===== config.mk =====
export PLATFORM = sky130hd
export DESIGN_NAME = dkong_input_ctrl
export DESIGN_NICKNAME = d
export VERILOG_FILES = /design/src/rtl/dkong_input_ctrl.sv
export SDC_FILE = /design/constraint.sdc
export NUM_CORES = 1
export LEC_CHECK = 0
export CAP_MARGIN = 20
export CORE_UTILIZATION = 31
export CTS_BUF_LIST = sky130_fd_sc_hd__clkbuf_4
export DETAILED_ROUTE_END_ITERATION = 8
export PLACE_DENSITY_LB_ADDON = 0.15
export SYNTH_ARGS = -nofsm -noshare
export SYNTH_HDL_FRONTEND = slang
export SYNTH_SLANG_ARGS = --single-unit

===== constraint.sdc =====
create_clock -name I_CLK_24576M -period 4.4 [get_ports I_CLK_24576M]
set_clock_uncertainty 0.15 [all_clocks]
set_input_delay 0.44 -clock I_CLK_24576M [delete_from_list [all_inputs] [get_ports I_CLK_24576M]]
set_output_delay 0.44 -clock I_CLK_24576M [all_outputs]
set_load 0.01 [all_outputs]

===== src/rtl/dkong_input_ctrl.sv =====
// dkong_input_ctrl: conditions PS/2 key events and both joysticks into the
// registered, active-low control lines of dkong_top, including the timed
// coin pulse.
module dkong_input_ctrl #(
    parameter int unsigned COIN_PULSE = 1228800,
    parameter int unsigned COIN_GAP   = 1228800,
    parameter int unsigned CW         = 24
) (
    input  logic        I_CLK_24576M,
    input  logic        I_RESETn,
    input  logic [10:0] I_PS2_KEY,
    input  logic [15:0] I_JOY0,
    input  logic [15:0] I_JOY1,
    input  logic        I_NO_ROTATE,
    input  logic        I_KEY_CLR,
    output logic        O_U1,
    output logic        O_D1,
    output logic        O_L1,
    output logic        O_R1,
    output logic        O_J1,
    output logic        O_U2,
    output logic        O_D2,
    output logic        O_L2,
    output logic        O_R2,
    output logic        O_J2,
    output logic        O_S1,
    output logic        O_S2,
    output logic        O_C1
);

    // Key latch slots
    localparam int unsigned K_UP = 0, K_DN = 1, K_LT = 2, K_RT = 3, K_F1 = 4;
    localparam int unsigned K_S1 = 5, K_S2 = 6, K_CN = 7;
    localparam int unsigned K_U2 = 8, K_D2 = 9, K_L2 = 10, K_R2 = 11, K_F2 = 12;
    localparam int unsigned NK = 13;

    typedef enum logic [1:0] {IDLE, PULSE, GAP} coin_state_e;

    logic          tog_q;
    logic          armed_q;
    logic [NK-1:0] keys_q;
    logic [NK-1:0] keys_d;
    logic [NK-1:0] hit;
    logic [6:0]    joy_q;
    logic [11:0]   out_q;
    logic [11:0]   out_d;
    logic          key_event;

    coin_state_e   state_q;
    logic [CW-1:0] cnt_q;
    logic          pending_q;
    logic          req_q;
    logic          c1_q;
    logic          req;
    logic          req_rise;

    logic up1, dn1, lt1, rt1, f1, up2, dn2, lt2, rt2, f2, s1, s2, coin;
    logic unused_joy_hi;

    assign unused_joy_hi = ^{I_JOY0[15:7], I_JOY1[15:7]};
    assign key_event     = armed_q && (I_PS2_KEY[10] != tog_q);

    // Scan-code decode into a one-hot latch select
    always_comb begin
        hit = '0;
        case (I_PS2_KEY[7:0])
            8'h75:   hit[K_UP] = 1'b1;
            8'h72:   hit[K_DN] = 1'b1;
            8'h6B:   hit[K_LT] = 1'b1;
            8'h74:   hit[K_RT] = 1'b1;
            default: ;
        endcase
        if (!I_PS2_KEY[8]) begin
            case (I_PS2_KEY[7:0])
                8'h29, 8'h14: hit[K_F1] = 1'b1;
                8'h05, 8'h16: hit[K_S1] = 1'b1;
                8'h06, 8'h1E: hit[K_S2] = 1'b1;
                8'h2E, 8'h36: hit[K_CN] = 1'b1;
                8'h2D:        hit[K_U2] = 1'b1;
                8'h2B:        hit[K_D2] = 1'b1;
                8'h23:        hit[K_L2] = 1'b1;
                8'h34:        hit[K_R2] = 1'b1;
                8'h1C:        hit[K_F2] = 1'b1;
                default:      ;
            endcase
        end
    end

    // Next key-latch state; the clear overrides a coincident event
    always_comb begin
        keys_d = keys_q;
        if (I_KEY_CLR) begin
            keys_d = '0;
        end else if (key_event) begin
            keys_d = (keys_q & ~hit) | (hit & {NK{I_PS2_KEY[9]}});
        end
    end

    // Stage 1: toggle tracking, key latches and merged joystick
    always_ff @(posedge I_CLK_24576M or negedge I_RESETn) begin
        if (!I_RESETn) begin
            tog_q   <= 1'b0;
            armed_q <= 1'b0;
            keys_q  <= '0;
            joy_q   <= '0;
        end else begin
            tog_q   <= I_PS2_KEY[10];
            armed_q <= 1'b1;
            keys_q  <= keys_d;
            joy_q   <= I_JOY0[6:0] | I_JOY1[6:0];
        end
    end

    assign up1  = keys_q[K_UP] | joy_q[3];
    assign dn1  = keys_q[K_DN] | joy_q[2];
    assign lt1  = keys_q[K_LT] | joy_q[1];
    assign rt1  = keys_q[K_RT] | joy_q[0];
    assign f1   = keys_q[K_F1] | joy_q[4];
    assign up2  = keys_q[K_U2] | joy_q[3];
    assign dn2  = keys_q[K_D2] | joy_q[2];
    assign lt2  = keys_q[K_L2] | joy_q[1];
    assign rt2  = keys_q[K_R2] | joy_q[0];
    assign f2   = keys_q[K_F2] | joy_q[4];
    assign s1   = keys_q[K_S1] | joy_q[5];
    assign s2   = keys_q[K_S2] | joy_q[6];
    assign coin = keys_q[K_CN];

    assign req      = s1 | s2 | coin;
    assign req_rise = req & ~req_q;

    // Orientation remap and inversion to active-low
    always_comb begin
        out_d = ~{I_NO_ROTATE ? lt1 : up1,
                  I_NO_ROTATE ? rt1 : dn1,
                  I_NO_ROTATE ? dn1 : lt1,
                  I_NO_ROTATE ? up1 : rt1,
                  f1,
                  I_NO_ROTATE ? lt2 : up2,
                  I_NO_ROTATE ? rt2 : dn2,
                  I_NO_ROTATE ? dn2 : lt2,
                  I_NO_ROTATE ? up2 : rt2,
                  f2,
                  s1,
                  s2};
    end

    // Stage 2: registered player outputs
    always_ff @(posedge I_CLK_24576M or negedge I_RESETn) begin
        if (!I_RESETn) begin
            out_q <= '1;
        end else begin
            out_q <= out_d;
        end
    end

    // Coin pulse FSM with a one-deep pending request; O_C1 lags the state by one clock
    always_ff @(posedge I_CLK_24576M or negedge I_RESETn) begin
        if (!I_RESETn) begin
            state_q   <= IDLE;
            cnt_q     <= '0;
            pending_q <= 1'b0;
            req_q     <= 1'b0;
            c1_q      <= 1'b1;
        end else begin
            req_q <= req;
            c1_q  <= (state_q != PULSE);
            case (state_q)
                IDLE: begin
                    if (req_rise || pending_q) begin
                        cnt_q     <= CW'(COIN_PULSE - 1);
                        pending_q <= 1'b0;
                        state_q   <= PULSE;
                    end
                end
                PULSE: begin
                    if (req_rise) pending_q <= 1'b1;
                    if (cnt_q == '0) begin
                        cnt_q   <= CW'(COIN_GAP - 1);
                        state_q <= GAP;
                    end else begin
                        cnt_q <= cnt_q - CW'(1);
                    end
                end
                GAP: begin
                    if (req_rise) pending_q <= 1'b1;
                    if (cnt_q == '0) begin
                        state_q <= IDLE;
                    end else begin
                        cnt_q <= cnt_q - CW'(1);
                    end
                end
                default: state_q <= IDLE;
            endcase
        end
    end

    assign {O_U1, O_D1, O_L1, O_R1, O_J1, O_U2, O_D2, O_L2, O_R2, O_J2, O_S1, O_S2} = out_q;
    assign O_C1 = c1_q;

endmodule

== Yosys cells after proc, flatten, opt, wreduce, memory -nomap -nowiden ==
Index checks and enable logic that the tools add are counted.
Cells by class
  add/sub/neg operators: 1
  equal/unequal tests: 26
  mux-type cells: 35
  bitwise operators: 22
  reduce and logical (&&, ||, !) cells: 15
Operators by type and width (count)
  2-to-1 mux 24 bit: 3
  one-hot mux 24 bit (3 select lines): 1
  equality test 8 x 6 -> 1 bit, second input constant: 7
  equality test 8 x 5 -> 1 bit, second input constant: 4
  equality test 8 x 7 -> 1 bit, second input constant: 4
  bitwise AND 13 bit: 2
  2-to-1 mux 13 bit: 2
  zero test 24 bit: 1
  subtractor 24 x 1 -> 24 bit, second input constant: 1
  2-to-1 mux 1 bit: 23
  equality test 8 x 3 -> 1 bit, second input constant: 2
  bitwise OR 1 bit: 14
  NOT 13 bit: 1
  bitwise OR 13 bit: 1
  NOT 12 bit: 1
  OR reduction 2 bit: 5
  2-to-1 mux 9 bit: 1
  AND reduction 3 bit: 3
  != test 2 bit, second input constant: 4
  bitwise OR 7 bit: 1
  2-to-1 mux 2 bit: 3
  one-hot mux 2 bit (3 select lines): 1
  != test 2 x 1 -> 1 bit, second input constant: 2
  nonzero test 2 bit: 2
  other kinds (10): 10
Word-level totals
  register bits after elaboration: 63
  bits of input ports: 47
  output and inout bits: 13

== Logic depth before layout (Yosys ltp) ==
  depth in word-level cells: 9
  depth in mapped cells: 8
  depth with buffers taken out: 7

== Least setup slack after synthesis ==
OpenSTA, ideal clock, no wires.
  kind: reg2reg
  start: register cnt_q[16]
  end: register cnt_q[12]
  arrival time: 2.474 ns
  required time: 4.109 ns
  setup slack: 1.635 ns
  stages on the path, launching flop included: 9
  buffers on the path: 3
  cell sequence: dfrtp_1 > or4_1 > buf_2 > or4_1 > buf_2 > or4_4 > buf_6 > a21oi_1 > a211oi_1
Between the ends
  word-level cells in the longest chain between the ends: 3
  elaborated cells on any way between the ends: 5
Ends and longest elaborated chain
  from (decl): line 50  | logic [CW-1:0] cnt_q;
  from (signal assigned): line 170  | cnt_q <= CW'(COIN_PULSE - 1);
  from (signal assigned): line 178  | cnt_q <= CW'(COIN_GAP - 1);
  from (signal assigned): line 181  | cnt_q <= cnt_q - CW'(1);
  zero test 24 bit (*): line 177, 186
  2-to-1 mux 24 bit or != test 2 bit (tied branches)
  one-hot mux 24 bit (3 select lines) or AND reduction 3 bit (tied branches)
Mark *: on every way between the ends. The rest lies on a longest branch, timed or not.
A chain may end at the register's enable or synchronous reset.

== Worst setup path in the final report ==
  start: register cnt_q[17]
  end: register cnt_q[8]
The elaborated chain is that of the path after synthesis.

==> flow_metrics.env <==
export IMPL_synth_nets=406
export IMPL_start_util_pct=31.80
export IMPL_power_density_nw_per_um2=553.6
export IMPL_hold_start="joy_q[4]$_DFF_PN0_"
export IMPL_fin_util_pct=38.59
export IMPL_synth_top_area_cell="dfrtp_1"
export IMPL_synthFlopType="dfrtp_1"
export IMPL_firstDrtPassIters=4
export IMPL_yosys_top_cells_count="50 x dfrtp_1, 45 x nor2_1, 26 x nor3_1"
export IMPL_finalPower_mw=2.306
export IMPL_outcome="completed"
export IMPL_tns_ns=0
export IMPL_total_leakage_power_nw=1.642
export IMPL_n_antenna_cell=0
export IMPL_reg2reg_from="cnt_q[17]$_DFFE_PN0P_"
export IMPL_synth_edf_count=0
export IMPL_grt_max_degree=36
export IMPL_wl_per_cell_um=15.46
export IMPL_final_nets=448
export IMPL_ys_seq_area_share_pct=46.41
export IMPL_worstPathArrival_ns=3.34
export IMPL_cts_sinks=63
export IMPL_hold_slack_ns=0.2381
export IMPL_cts_tree="done"
export IMPL_required_ns=4.57
export IMPL_cp_end_kind="flip-flop"
export IMPL_grt_remaining_overflow=0
export IMPL_min_path_type="reg2reg"
export IMPL_synthCells=353
export IMPL_placed_cell_area_sq_um=3971
export IMPL_cap_violations=0
export IMPL_setup_violations=0
export IMPL_rsz0062_at_grt="no"
export IMPL_drt_first_iter_violations=69
export IMPL_cts_buffers=9
export IMPL_synth_async_reset_ratio_pct=100.0
export IMPL_period_share_pct=71.96
export IMPL_htreeDepth=3
export IMPL_clock_fmax_mhz=315.8
export IMPL_cts_resized_gates=0
export IMPL_vias=2888
export IMPL_finalCriticalPeriod_ns=3.166
export IMPL_cts_root_buf="clkbuf_4"
export IMPL_dieArea_sq_um=11500
export IMPL_worst_slack_ns=1.234
export IMPL_hpwl_um=5734
export IMPL_antenna_found_initial=0
export IMPL_clk_path_buf_depth=2
export IMPL_yosysUniqueCellTypes=59
export IMPL_hold_viol=0
export IMPL_path_clk_slew_ns=0.11
export IMPL_postCtsSetupBuffers=0
export IMPL_synth_top_cell_area_share_pct=36.46
export IMPL_clkLatencyLatePin_ns=0.42
export IMPL_ir_drop_v=0.0002961
export IMPL_tightest_slew_ns=1.026
export IMPL_track_usage_pct=15.79
export IMPL_grt_pass1_wl_um=13910
export IMPL_dieWidth_um=107.2
export IMPL_syn_avg_cell_area_sq_um=9.722
export IMPL_max_slew_margin_pct=30.66
export IMPL_worstSetupPathType="reg2reg"
export IMPL_netlist_area_sq_um=3432
export IMPL_vias_per_cell=5.348
export IMPL_start_kind="flip-flop"
export IMPL_antenna_left=0
export IMPL_drc_errors=0
export IMPL_die_h_um=107.2
export IMPL_ys_ff_latch=63
export IMPL_synthTopCellsByArea="dfrtp_1 36%, dfstp_2 10%, nor2_1 4.9%, mux2i_1 3.8%, nor3_1 3.8%"
export IMPL_first_global_vias=2823
export IMPL_post_route_cell_area_sq_um=4165
export IMPL_place_inst=523
export IMPL_cp_startpoint="cnt_q[17]$_DFFE_PN0P_"
export IMPL_yosysMostFrequentCell="dfrtp_1"
export IMPL_slew_viol_final=0
export IMPL_dp_slack_ns=1.295
export IMPL_ys_warn_count=0
export IMPL_area_growth_pct=21.36
export IMPL_gp_congestion=0.8075
export IMPL_layout_cells_non_filler=540
export IMPL_io_buffers=41
export IMPL_critPathMaxFanout=10
export IMPL_rows=38
export IMPL_cts_hold_buf=1
export IMPL_wl_um=8350
export IMPL_final_layout_size_suffix_gt1_share_pct=15.75
export IMPL_pin_count=60
export IMPL_core_area_sq_um=10790
## area by class of cell
class	count	area (sq um)
Multi-Input combinational cell	264	1723
Timing Repair Buffer	47	452.9
Inverter	10	37.54
Tap cell	140	175.2
Sequential cell	63	1593
Clock inverter	6	108.9
Fill cell	1099	6628
Clock buffer	10	75.07
## flip-flops by register name, indices dropped and copies added, names as in the netlist
register / flops
joy_q: 7
out_q: 12
tog_q: 1
cnt_q: 24
state_q: 2
pending_q: 1
armed_q: 1
keys_q: 13
O_C1: 1
req_q: 1
## worst paths after layout
path / slack (ns) / end / cells past startpoint
worst max-delay path: 1.23 / cnt_q[8]$_DFFE_PN0P_ / 6
worst min-delay path: 0.24 / out_q[7]$_DFF_PN1_ / 1
worst max register to register: 1.23 / cnt_q[8]$_DFFE_PN0P_ / 6
worst min register to register: 0.24 / out_q[7]$_DFF_PN1_ / 1
max in group asynchronous: 2.68 / out_q[3]$_DFF_PN1_ / 3
min in group asynchronous: 0.50 / tog_q$_DFF_PN0_ / 2
## power by group
group | switching (mW) | leakage (nW) | internal, mW
Combinational | 0.548 | 0.810 | 0.399
Sequential | 0.142 | 0.741 | 0.702
Clock | 0.222 | 0.0903 | 0.292
## worst max-delay path: stages, from the launching register on
cell and delay [ns]:
dfrtp_1 0.48, or4_1 0.63, or4_1 0.61, nor4_4 0.63, buf_4 0.29, nor3_1 0.07
a211oi_1 0.21
## cell families (layout without fill, tap and decap cells)
family / count (synthesis) / after routing / share of synthesized area (%)
mux: 23 / 23 / 7.072
simple gates: 154 / 154 / 25.12
xor+xnor: 3 / 3 / 0.7657
compound gates: 77 / 77 / 14.95
buf+inv: 26 / 73 / 3.390
other cells: 1 / 1 / 0.1093
flops: 63 / 63 / 46.41
fa+ha+maj: 6 / 6 / 2.187
## cell usage in the layout, fill, tap and decap left out, types with 10 or more instances in the layout
| cell type | count |
|---|---|
| clkbuf_4 | 10 |
| dfstp_2 | 13 |
| nor2_1 | 45 |
| inv_1 | 10 |
| clkdlybuf4s50_1 | 40 |
| mux2i_1 | 13 |
| mux2_2 | 10 |
| a21oi_1 | 25 |
| dfrtp_1 | 50 |
| nor4_1 | 15 |
| nor3_1 | 26 |
## per-layer routing
| metal | vias up | GRT usage (%) | wire length (um) |
|---|---|---|---|
| met3 | 11 | 4.073 | 318 |
| met5 | - | 0 | 0 |
| met2 | 55 | 26.08 | 3942 |
| met1 | 1416 | 19.75 | 3944 |
| met4 | 0 | 5.871 | 145 |
| li1 | 1406 | - | - |
Power figures use the tool's default switching activity.
